--- src/rtl/alu_issue_pkg.sv ---
// Shared opcode, funct and ALU control constants plus the decoded
// instruction bundle carried through the issue buffer.
package alu_issue_pkg;

    localparam logic [5:0] OP_RTYPE = 6'b000000;
    localparam logic [5:0] OP_ADDI  = 6'b001000;
    localparam logic [5:0] OP_LW    = 6'b100011;
    localparam logic [5:0] OP_SW    = 6'b101011;
    localparam logic [5:0] OP_BEQ   = 6'b000100;
    localparam logic [5:0] OP_BNE   = 6'b000101;
    localparam logic [5:0] OP_J     = 6'b000010;
    localparam logic [5:0] OP_JAL   = 6'b000011;

    localparam logic [5:0] FN_ADD = 6'b100000;
    localparam logic [5:0] FN_SUB = 6'b100010;
    localparam logic [5:0] FN_AND = 6'b100100;
    localparam logic [5:0] FN_OR  = 6'b100101;
    localparam logic [5:0] FN_SLT = 6'b101010;
    localparam logic [5:0] FN_NOR = 6'b100111;
    localparam logic [5:0] FN_JR  = 6'b001000;

    localparam logic [5:0] ALU_NOP = 6'b000000;
    localparam logic [5:0] ALU_ADD = 6'b100000;
    localparam logic [5:0] ALU_BR  = 6'b000101;

    localparam logic [4:0] REG_RA = 5'd31;

    typedef struct packed {
        logic [5:0]  alu_op;
        logic [31:0] a;
        logic [31:0] b;
        logic [4:0]  dest;
        logic        reg_write;
        logic        mem_rd;
        logic        mem_wr;
        logic        branch;
        logic        branch_ne;
        logic        jump;
        logic        jr;
        logic        illegal;
    } dec_t;

    function automatic logic [31:0] sext16(input logic [15:0] imm);
        return {{16{imm[15]}}, imm};
    endfunction

endpackage

--- src/rtl/alu_issue_stage_alu_ctrl_decode.sv ---
// Combinational decode of one ID-stage instruction into ALU operands,
// ALU control code and writeback/memory/control-flow flags.
module alu_ctrl_decode
    import alu_issue_pkg::*;
(
    input  logic [5:0]  i_opcode,
    input  logic [5:0]  i_funct,
    input  logic [31:0] i_rs_data,
    input  logic [31:0] i_rt_data,
    input  logic [15:0] i_imm,
    input  logic [4:0]  i_rd,
    input  logic [4:0]  i_rt,
    output dec_t        o_dec
);

    always_comb begin
        o_dec   = '0;
        o_dec.a = i_rs_data;
        unique case (1'b1)
            (i_opcode == OP_RTYPE): begin
                unique case (i_funct)
                    // ALU control codes equal the funct encodings
                    FN_ADD, FN_SUB, FN_AND, FN_OR, FN_SLT, FN_NOR: begin
                        o_dec.alu_op    = i_funct;
                        o_dec.b         = i_rt_data;
                        o_dec.dest      = i_rd;
                        o_dec.reg_write = 1'b1;
                    end
                    FN_JR: begin
                        o_dec.alu_op = ALU_ADD;
                        o_dec.jr     = 1'b1;
                    end
                    default: o_dec.illegal = 1'b1;
                endcase
            end
            (i_opcode == OP_ADDI): begin
                o_dec.alu_op    = ALU_ADD;
                o_dec.b         = sext16(i_imm);
                o_dec.dest      = i_rt;
                o_dec.reg_write = 1'b1;
            end
            (i_opcode == OP_LW): begin
                o_dec.alu_op    = ALU_ADD;
                o_dec.b         = sext16(i_imm);
                o_dec.dest      = i_rt;
                o_dec.reg_write = 1'b1;
                o_dec.mem_rd    = 1'b1;
            end
            (i_opcode == OP_SW): begin
                o_dec.alu_op = ALU_ADD;
                o_dec.b      = sext16(i_imm);
                o_dec.mem_wr = 1'b1;
            end
            (i_opcode == OP_BEQ), (i_opcode == OP_BNE): begin
                o_dec.alu_op    = ALU_BR;
                o_dec.b         = i_rt_data;
                o_dec.branch    = 1'b1;
                o_dec.branch_ne = (i_opcode == OP_BNE);
            end
            (i_opcode == OP_J): begin
                o_dec.jump = 1'b1;
            end
            (i_opcode == OP_JAL): begin
                o_dec.jump      = 1'b1;
                o_dec.dest      = REG_RA;
                o_dec.reg_write = 1'b1;
            end
            default: o_dec.illegal = 1'b1;
        endcase
        if (o_dec.dest == 5'd0)
            o_dec.reg_write = 1'b0;
    end

endmodule

--- src/rtl/alu_issue_stage.sv ---
// ALU issue stage: decode plus a two-entry (main + skid) buffer with a
// registered id_ready so the upstream handshake has no comb path from EX.
module alu_issue_stage
    import alu_issue_pkg::*;
#(
    parameter int DATA_W = 32
) (
    input  logic              clk,
    input  logic              rst_n,
    input  logic              id_valid,
    output logic              id_ready,
    input  logic [5:0]        id_opcode,
    input  logic [5:0]        id_funct,
    input  logic [DATA_W-1:0] id_rs_data,
    input  logic [DATA_W-1:0] id_rt_data,
    input  logic [15:0]       id_imm,
    input  logic [4:0]        id_rd,
    input  logic [4:0]        id_rt,
    input  logic              flush,
    input  logic              ex_ready,
    output logic              ex_valid,
    output logic [DATA_W-1:0] outRegA,
    output logic [DATA_W-1:0] outRegB,
    output logic [5:0]        ALUControlOpcode,
    output logic [4:0]        ex_dest,
    output logic              ex_reg_write,
    output logic              ex_mem_rd,
    output logic              ex_mem_wr,
    output logic              ex_branch,
    output logic              ex_branch_ne,
    output logic              ex_jump,
    output logic              ex_jr,
    output logic              ex_illegal
);

    dec_t w_dec;
    dec_t r_main;
    dec_t r_skid;
    dec_t w_main_n;
    dec_t w_skid_n;
    logic r_main_v;
    logic r_skid_v;
    logic r_id_ready;
    logic w_main_v_n;
    logic w_skid_v_n;
    logic w_accept;
    logic w_pop;

    alu_ctrl_decode u_dec (
        .i_opcode  (id_opcode),
        .i_funct   (id_funct),
        .i_rs_data (id_rs_data),
        .i_rt_data (id_rt_data),
        .i_imm     (id_imm),
        .i_rd      (id_rd),
        .i_rt      (id_rt),
        .o_dec     (w_dec)
    );

    assign w_accept = id_valid && r_id_ready;
    assign w_pop    = r_main_v && ex_ready;

    always_comb begin
        w_main_n   = r_main;
        w_skid_n   = r_skid;
        w_main_v_n = r_main_v;
        w_skid_v_n = r_skid_v;
        if (flush) begin
            w_main_n   = '0;
            w_skid_n   = '0;
            w_main_v_n = 1'b0;
            w_skid_v_n = 1'b0;
        end else if (r_skid_v) begin
            // id_ready is low here, so no new accept can arrive
            if (w_pop) begin
                w_main_n   = r_skid;
                w_skid_v_n = 1'b0;
            end
        end else if (!r_main_v || w_pop) begin
            w_main_v_n = w_accept;
            if (w_accept)
                w_main_n = w_dec;
        end else if (w_accept) begin
            w_skid_n   = w_dec;
            w_skid_v_n = 1'b1;
        end
    end

    always_ff @(posedge clk or negedge rst_n) begin
        if (!rst_n) begin
            r_main     <= '0;
            r_skid     <= '0;
            r_main_v   <= 1'b0;
            r_skid_v   <= 1'b0;
            r_id_ready <= 1'b1;
        end else begin
            r_main     <= w_main_n;
            r_skid     <= w_skid_n;
            r_main_v   <= w_main_v_n;
            r_skid_v   <= w_skid_v_n;
            r_id_ready <= !w_skid_v_n;
        end
    end

    assign id_ready         = r_id_ready;
    assign ex_valid         = r_main_v;
    assign outRegA          = r_main.a;
    assign outRegB          = r_main.b;
    assign ALUControlOpcode = r_main.alu_op;
    assign ex_dest          = r_main.dest;
    assign ex_reg_write     = r_main.reg_write;
    assign ex_mem_rd        = r_main.mem_rd;
    assign ex_mem_wr        = r_main.mem_wr;
    assign ex_branch        = r_main.branch;
    assign ex_branch_ne     = r_main.branch_ne;
    assign ex_jump          = r_main.jump;
    assign ex_jr            = r_main.jr;
    assign ex_illegal       = r_main.illegal;

endmodule

--- config.mk ---
export PLATFORM = sky130hd
export DESIGN_NAME = alu_issue_stage
export DESIGN_NICKNAME = d
export VERILOG_FILES = /design/src/rtl/alu_issue_pkg.sv /design/src/rtl/alu_issue_stage_alu_ctrl_decode.sv /design/src/rtl/alu_issue_stage.sv
export SDC_FILE = /design/constraint.sdc
export NUM_CORES = 1
export LEC_CHECK = 0
export ABC_AREA = 1
export BUFFER_PORTS_ARGS = -buffer_cell sky130_fd_sc_hd__buf_2
export CORE_ASPECT_RATIO = 1.4
export CORE_UTILIZATION = 55
export CTS_CLUSTER_DIAMETER = 50
export DETAILED_ROUTE_END_ITERATION = 10
export PLACE_DENSITY = 0.88
export SYNTH_ARGS = -nofsm -noshare
export SYNTH_HDL_FRONTEND = slang
export SYNTH_HIERARCHICAL = 1
export SYNTH_SLANG_ARGS = --single-unit
--- constraint.sdc ---
create_clock -name clk -period 1.4 [get_ports clk]
set_input_delay 0.14 -clock clk [delete_from_list [all_inputs] [get_ports clk]]
set_output_delay 0.14 -clock clk [all_outputs]
set_load 0.02 [all_outputs]
=== Word-level counts from Yosys, hierarchy flattened ===
Index checks and enable logic that the tools add are counted.

* Register bits after elaboration: 169
* Input port bits: 107
* Logic and storage cells: 95

* Equal/unequal tests: 17
* Mux-type cells: 30
* Reduce and logical (&&, ||, !) cells: 21

{| class="wikitable"
|+ Operator list
! kind !! count
|-
| $mux W83 || 8
|-
| $pmux W32 S3 || 1
|-
| $eq A6 B6 Y1 const B || 8
|-
| $mux W38 || 1
|-
| $pmux W6 S3 || 2
|-
| $mux W1 || 15
|-
| $reduce_or A7 Y1 || 2
|-
| $eq A6 B2 Y1 const B || 2
|-
| $eq A6 B3 Y1 const B || 2
|-
| $eq A6 B4 Y1 const B || 2
|-
| $pmux W6 S2 || 1
|-
| $logic_not A6 Y1 || 1
|-
| $reduce_and A3 Y1 || 2
|-
| $reduce_bool A3 Y1 || 2
|-
| $reduce_or A2 Y1 || 3
|-
| $reduce_or A6 Y1 || 1
|-
| $logic_not A5 Y1 || 1
|-
| $ne A2 B2 Y1 const B || 2
|-
| $reduce_bool A2 Y1 || 2
|-
| $ne A3 B2 Y1 const B || 1
|-
| $reduce_or A3 Y1 || 1
|-
| $logic_and A1 B1 Y1 || 2
|-
| $logic_not A1 Y1 || 2
|-
| $mux W2 || 1
|-
| 3 further kinds || 3
|}

=== Logic depth before layout (Yosys ltp) ===
Gate-level depths: netlist of the first run.

* Depth in word-level cells: 10
* Mapped depth: 13

=== Modules after synthesis ===
The synthesis of the first run kept the hierarchy.

{| class="wikitable"
|+ By module, submodules not included
! module !! times used !! cells an instance !! area each (um^2) !! seq. area each (um^2)
|-
| alu_issue_stage || 1 || 1024 || 7885.1 || 4230.3
|-
| alu_ctrl_decode || 1 || 200 || 1054.8 || 0.0
|}

=== Worst setup path after synthesis of the first run ===
Ideal clock, no wire load.

* Kind: register to register
* Start: register r_id_ready (netlist: id_ready)
* End: register r_skid[79] (netlist name)
* Setup time: 0.065 ns
* Arrival time: 1.327 ns
* Slack: 0.008 ns
* Stages on the path, launching flop included: 7
* Path buffers: 2
* Period minus slack after synthesis: 1.392 ns
* Cell sequence: dfstp_2 -> nand2_1 -> nor2_1 -> buf_2 -> buf_2 -> nand3_1 -> nand2_1

* Cells in the longest elaborated chain, start to end: 3

{| class="wikitable"
|+ Ends and longest elaborated chain
! item !! RTL line !! RTL
|-
| start, declared || alu_issue_stage.sv:43 || <nowiki>logic r_id_ready;</nowiki>
|-
| start signal, assigned || alu_issue_stage.sv:101 || <nowiki>r_id_ready <= !w_skid_v_n;</nowiki>
|-
| $logic_and A1 B1 Y1 || alu_issue_stage.sv:60 || <nowiki>assign w_accept = id_valid && r_id_ready;</nowiki>
|-
| $reduce_bool A2 Y1 (no line) || - ||
|-
| $reduce_and A3 Y1 (no line) || - ||
|-
| end signal, assigned || alu_issue_stage.sv:98 || <nowiki>r_skid <= w_skid_n;</nowiki>
|-
| end, declared || alu_issue_stage.sv:38 || <nowiki>dec_t r_skid;</nowiki>
|}

Every way passes these cells.
A chain may end at the register's enable or synchronous reset.

=== Final worst setup path of the first run ===
* Start: register r_skid_v
* End: register r_main, in the netlist ex_dest[0]

* Cells in the longest elaborated chain, start to end: 2
* Elaborated cells on any way between the ends: 6
* Classes of those cells: eq/ne: 1; mux: 2; reduce/logical: 3

{| class="wikitable"
|+ Ends and longest elaborated chain
! item !! RTL line !! RTL
|-
| start, declared || alu_issue_stage.sv:42 || <nowiki>logic r_skid_v;</nowiki>
|-
| start signal, assigned || alu_issue_stage.sv:100 || <nowiki>r_skid_v <= w_skid_v_n;</nowiki>
|-
| $ne A3 B2 Y1 (no line) (tied with other cells) || - ||
|-
| $reduce_and A3 Y1 (no line) or $mux W83 (tied branches) || - ||
|-
| end signal, assigned || alu_issue_stage.sv:97 || <nowiki>r_main <= w_main_n;</nowiki>
|-
| end, declared || alu_issue_stage.sv:37 || <nowiki>dec_t r_main;</nowiki>
|}

Several ways; a longest one is shown, not always the timed one.

==> reports/metrics.cfg, run 1 <==
[sta]
fmax_mhz=655.5
whs_ns=0.004616
setup-violations-final=156
slew_violations=0
rsz0062_at_grt=yes
skew_ns=0.01059
hold_violations=0
timing.final.crit_share_pct=109.0
fin_crit_ns=1.525
setup_slack_ns=-0.1255

[setup_path]
cp-start-kind=flip-flop
endpoint_kind=flip-flop
crit_type=flip-flop to flip-flop
required_ns=1.76
cp_max_fo=9
crit_arrival_ns=1.88
r2r_slack_ns=-0.13

[floorplan]
die_h_um=152.9
dieWidth_um=109.8
initial_utilization_pct=56.79
die_area_um2=16780
pin_count=192
core-area_um2=15740
rows=54

[synthesis]
synth_cells=1224
yosys.area.top_type_share_pct=47.03
postSynthAreaPerCell_um2=7.304
synth_area_leaders=dfrtp_1, nand2_1, nand3_1
yosysTopAreaCell=dfrtp_1
seq_area_frac_synth_pct=47.32
syn_area_um2=8940
mappedNetlistNets=1331
yosys.cell_types.count=28
yosys_warnings=6
synth-seq-cells=169

[power]
power.share.sequential_pct=42.0
power_w=0.01230
power_frac_comb_pct=18.2
ir_drop_mv=0.8848
p_leak_nw=7.013
switching_share_pct=29.36
clockPowerShare_pct=39.7
power.density_nw_per_um2=1022
internal_power_w=0.008691
p_switching_w=0.003612

[routing]
wire_per_inst_um=18.36
routed_via_density=5.894
drc=0
firstDrtPassIters=6
vias=9802
wl_um=30530
drtAntennaViolNets=0
drtIter0Drc=1069

[cts]
clk_pin_slew_worst_paths_ns=0.07
clock_latency_ns=0.43
cts_sinks=169
clock_path_buffers=2
htree_levels=4
cts_inserted_buffers=17
cts-root-buf=clkbuf_16
cts_tree=yes

[grt]
grt_max_degree=44
overflow=0
grt_pass1_vias=9074
antenna_found_initial=3
grtUsageMet3_pct=6.397
grtUsageMet2_pct=55.62
gr-usage-met1_pct=40.10
grt.busiest_layer=met2
grtUsageTotal_pct=33.05
grt_pass1_wl_um=43280

[outcome]
status=finished with violations
violations=setup timing

[placed_design]
dp_hpwl_um=16660
gp_congestion=0.8435
io_buffers=191

[final_layout]
drive_gt1_share_pct=26.86
nets=1561
antennaDiodeCount=0
syn_to_final_growth_pct=34.71

[run]
drv_cap=0

[hold_path]
hold_path.class=input port to flip-flop

-- metrics by stage --
stage	TNS [ns]	area, um2	util, %	worst slack [ns]	cells
after global placement	-9.783	10350	65.74	-0.1207	1571
after CTS	-1.536	11410	72.46	-0.05218	1639
final	-6.271	12040	76.50	-0.1255	1663
after floorplan	0	8940	-	0.007738	1224
after detailed placement	-13.12	10350	65.74	-0.1815	1571
after global routing	-12.84	12040	76.50	-0.1470	1663
-- cell usage in the layout, fill, tap and decap left out, types with 6 or more instances in the layout --
cell,synthesis,routed
nor2_4,5,6
nand2_1,571,558
buf_2,56,190
clkbuf_16,0,28
dfrtp_1,168,167
buf_4,47,55
nor2_1,15,14
nand3_2,1,22
nand3_1,260,234
inv_1,18,18
nand2_2,4,14
dlygate4sd3_1,0,32
buf_6,4,13
o21ai_0,32,32
buf_12,0,27
-- timing repair --
action	in CTS	in global routing
gates cloned	2	15
hold endpoints to repair	97	0
pin swaps	4	19
gates resized for setup	14	53
hold buffers	32	0
buffers inserted	4	9
endpoints found under the setup margin	166	166
-- per-layer routing --
metal | part of all wire [%] | wire (um) | vias to the layer above
met2 | 49 | 14900 | 699
met4 | 5.9 | 1793 | 2
li1 | - | - | 4345
met1 | 35 | 10720 | 4579
met3 | 10 | 3095 | 177
met5 | 0.043 | 13 | -
-- power groups by stage --
stage	clock network [W]	logic, W	registers, W
6_report	0.00489	0.00224	0.00517
5_1_grt	0.00513	0.00238	0.00519
4_1_cts	0.00489	0.00188	0.00516
3_5_place_dp	0	0.00176	0.00525
3_3_place_gp	0	0.00174	0.00525
2_1_floorplan	0	0.000816	0.00542
-- worst paths after layout --
check	start	end	cells after the start
worst min register to register	outRegA[21]$_DFFE_PN0P_	outRegA[21]$_DFFE_PN0P_	2
min in group asynchronous	rst_n	outRegB[12]$_DFFE_PN0P_	2
worst max register to register	r_skid_v$_DFF_PN0_	ex_dest[0]$_DFFE_PN0P_	8
max in group asynchronous	rst_n	id_ready$_DFF_PN1_	3
worst min-delay path	id_rs_data[15]	r_skid[60]$_DFFE_PN0P_	3
worst max-delay path	r_skid_v$_DFF_PN0_	ex_dest[0]$_DFFE_PN0P_	8
-- logic make-up (layout without fill, tap and decap cells) --
| kind of cell | Yosys count | count (layout) | share of synthesized area [%] |
|---|---|---|---|
| AND/OR/NAND/NOR | 868 | 868 | 41.06 |
| flip-flops | 169 | 169 | 47.32 |
| buffers and inverters | 145 | 388 | 9.237 |
| AO/OA/AOI/OAI | 41 | 41 | 2.337 |
| other | 1 | 1 | 0.04195 |
-- registers in the layout, summed over array words and instances (netlist names) --
register,cells
ex_jump,1
ex_valid,1
ex_reg_write,1
r_skid,83
ex_illegal,1
ex_branch,1
ex_mem_wr,1
outRegA,32
ALUControlOpcode,6
ex_jr,1
ex_branch_ne,1
ex_mem_rd,1
outRegB,32
id_ready,1
ex_dest,5
r_skid_v,1
-- final cells by class --
cell class | instances | area (um2)
timing repair buffer | 334 | 2761
clock buffer | 19 | 442.9
clock inverter | 13 | 158.9
sequential | 169 | 4234
tap | 196 | 245.2
inverter | 22 | 85.08
fill | 1064 | 3700
multi-input combinational | 910 | 4115
-- worst max-delay path, stage by stage (launching register included) --
cell and delay (ns):
dfrtp_4 0.50, nor2_4 0.14, buf_12 0.14, nand2_4 0.06
nand3_4 0.09, buf_12 0.17, clkbuf_16 0.19, nand2_1 0.06
nand2_1 0.10
-- cell usage after synthesis --
master      n
a21oi_1     4
buf_1       3
buf_2      56
buf_4      47
buf_6       4
clkbuf_1   11
clkbuf_2    2
conb_1      1
dfrtp_1   168
dfstp_2     1
inv_1      18
inv_2       3
inv_4       1
nand2_1   571
nand2_2     4
nand2_4     1
nand3_1   260
nand3_2     1
nand4_1     5
nor2_1     15
nor2_2      4
nor2_4      5
nor3_1      1
nor4_1      1
o211ai_1    1
o21ai_0    32
o21ai_1     3
o22ai_1     1
Power figures use the tool's default switching activity.
==> inputs of run 2 (changes only) <==
- CORE_MARGIN: unset -> 8
- RECOVER_POWER: unset -> 50
==> run 2 against run 1 <==
Effect of this change: the run still ends with setup timing left; clock-buffer cell count decreased by 1; worst setup slack worse by 0.067 ns; wire length rose by 6.6%; clock skew grew 0.00096 ns; sequential share of layout area about the same; via count up 1.1%; critical path type unchanged; largest power group is now clock.
==> reports/metrics.cfg, run 2 (synthesis results as in run 1) <==
[run]
drv_cap=0  ; unchanged

[power]
power.share.sequential_pct=41.0  ; -1.0 points
p_switching_w=0.003641  ; +0.79%
clockPowerShare_pct=41.5  ; +1.8 points
p_leak_nw=6.969  ; -0.63%
internal_power_w=0.008979  ; +3.3%
power_frac_comb_pct=17.4  ; -0.8 points
power.density_nw_per_um2=1048  ; +2.5%
ir_drop_mv=0.7530  ; -15%
switching_share_pct=28.85  ; -0.51 points

[routing]
wire_per_inst_um=19.81  ; +7.9%
route.met3.wl_um=3740  ; +21%
wl_met1_um=10860  ; +1.3%
vias=9912  ; +1.1%
drtAntennaViolNets=0  ; unchanged
wl_um=32540  ; +6.6%
routed_via_density=6.037  ; +2.4%
top_layer_used=met4
met2_length_um=15660  ; +5.1%
firstDrtPassIters=8  ; +2
drtIter0Drc=1169  ; +9.4%
drc=0  ; unchanged

[placed_design]
pre_cts_ws_ns=-0.1596  ; +0.02193 ns
dp.cells=1548  ; -1.5%
io_buffers=191  ; unchanged
gp_congestion=0.8809  ; +4.4%
dp_hpwl_um=17350  ; +4.1%

[grt]
grt_pass1_vias=9442  ; +4.1%
grt_pass1_wl_um=46270  ; +6.9%
grtUsageTotal_pct=27.86  ; -5.2 points
grt_max_degree=61  ; +39%
overflow=0  ; unchanged
antenna_found_initial=2  ; -1

[outcome]
status=finished with violations
violations=setup timing

[setup_path]
r2r-start=r_skid_v$_DFF_PN0_
cp-start-kind=flip-flop
crit_path_start=r_skid_v$_DFF_PN0_
reg2reg_depth=6  ; -2
crit_type=flip-flop to flip-flop
r2r_slack_ns=-0.19  ; -0.07 ns
crit_arrival_ns=1.96  ; +0.08 ns
endpoint_kind=flip-flop
worstReg2RegEnd=ex_dest[1]$_DFFE_PN0P_
required_ns=1.77  ; about the same
cp_max_fo=59  ; +50

[sta]
rsz0062_at_grt=yes
worst_pin_slew_ns=0.6854
setup-violations-final=146  ; -6.4%
skew_ns=0.01154  ; +0.0009565 ns
hold_violations=0  ; unchanged
fin_crit_ns=1.592  ; +0.06686 ns
max_slew_margin_pct=54.31
fmax_mhz=628.0  ; -4.2%
slew_violations=0  ; unchanged
timing.final.crit_share_pct=113.7  ; +4.8 points
setup_slack_ns=-0.1923  ; -0.06686 ns

[cts]
cts_tree=yes
cts_inserted_buffers=17  ; unchanged
cts-root-buf=clkbuf_16
clock_latency_ns=0.44  ; about the same
htree_levels=4  ; unchanged
clock_path_buffers=2  ; unchanged
clk_pin_slew_worst_paths_ns=0.07  ; about the same
cts_sinks=169  ; unchanged

[final_layout]
largest_reg_flops=83  ; unchanged
fillerInstances=1072  ; +0.75%
multi_input_area_um2=4269  ; +3.7%
largest_register=r_skid
nets=1535  ; -1.7%
seqCellArea_um2=4234  ; unchanged
mostFrequentLayoutCells=nand2_1, nand3_1, buf_2, dfrtp_1, nand3_2
drive_gt1_share_pct=28.24  ; +1.4 points
syn_to_final_growth_pct=34.75  ; about the same
final_cells=1642  ; -1.3%
layout_commonest_cell=nand2_1

[hold_path]
hp-start=id_imm[9]
hold_depth=5  ; +2
min_delay_worst_endpoint=r_skid[22]$_DFFE_PN0P_
hold_path.class=input port to flip-flop

[floorplan]
die_area_um2=20650  ; +23%
pin_count=192  ; unchanged
dieWidth_um=123.8  ; +13%
rows=55  ; +1.9%
initial_utilization_pct=55.75  ; -1.0 points
core-area_um2=16030  ; +1.9%
die_h_um=166.9  ; +9.2%

[run 2: layer usage]
layer / global-route usage [%] / vias to the layer above
met5: 0 / -
met1: 31.50 / 4573
met3: 5.753 / 223
li1: - / 4296
met4: 17.24 / 0
met2: 46.49 / 820
[run 2: power groups by stage]
stage / clock network (W) / logic, W / registers (W)
2_1_floorplan: 0 / 0.000816 / 0.00542
6_report: 0.00524 / 0.00220 / 0.00518
3_3_place_gp: 0 / 0.00168 / 0.00524
4_1_cts: 0.00526 / 0.00192 / 0.00516
5_1_grt: 0.00547 / 0.00233 / 0.00519
3_5_place_dp: 0 / 0.00170 / 0.00525
[run 2: repair_timing]
| action | 4_1_cts | 5_1_grt |
|---|---|---|
| cloned | 5 | 14 |
| hold endpoints to repair | 200 | 0 |
| hold buffers | 33 | 0 |
| setup buffers | 5 | 3 |
| endpoints found under the setup margin | 166 | 163 |
| pin swaps | 4 | 21 |
| gates resized for setup | 22 | 77 |
[run 2: cell type report]
class,count,area share [%]
multi-input cells,910,35.44
flip-flops and latches,169,35.15
repair buffers,308,21.24
clock buffers,18,3.646
well taps,199,2.067
clock inverters,14,1.714
inverters,22,0.7063
diodes,2,0.04155
[run 2: worst max path at each step]
stage,slack [ns],depth (start not counted),endpoint
4_1_cts,-0.07,8,outRegB[21]$_DFFE_PN0P_
3_3_place_gp,-0.09,14,outRegB[22]$_DFFE_PN0P_
6_report,-0.19,6,ex_dest[1]$_DFFE_PN0P_
3_5_place_dp,-0.16,14,outRegB[6]$_DFFE_PN0P_
2_1_floorplan,0.008,6,r_skid[79]$_DFFE_PN0P_
5_1_grt,-0.25,7,ex_dest[1]$_DFFE_PN0P_
[run 2: critical path, cell delays in order, from the launching register on]
cell     delay [ns]
dfrtp_4        0.43
buf_4          0.16
buf_12         0.27
nand3_1        0.14
nand2_1        0.10
nand3_1        0.23
nand2_1        0.14
[run 2: stage by stage]
| step | instance area (um2) | util (%) | TNS [ns] | power (W) | hold WS [ns] |
|---|---|---|---|---|---|
| global route | 12040 | 75.12 | -16.05 | 0.01299 | 0.1003 |
| floorplan | 8940 | - | 0 | 0.006234 | -0.1556 |
| global placement | 10170 | 63.43 | -5.908 | 0.006920 | 0.02210 |
| finish | 12050 | 75.13 | -7.507 | 0.01262 | 0.06347 |
| detailed placement | 10170 | 63.43 | -11.31 | 0.006951 | 0.02148 |
| CTS | 11400 | 71.11 | -1.940 | 0.01235 | 0.04793 |
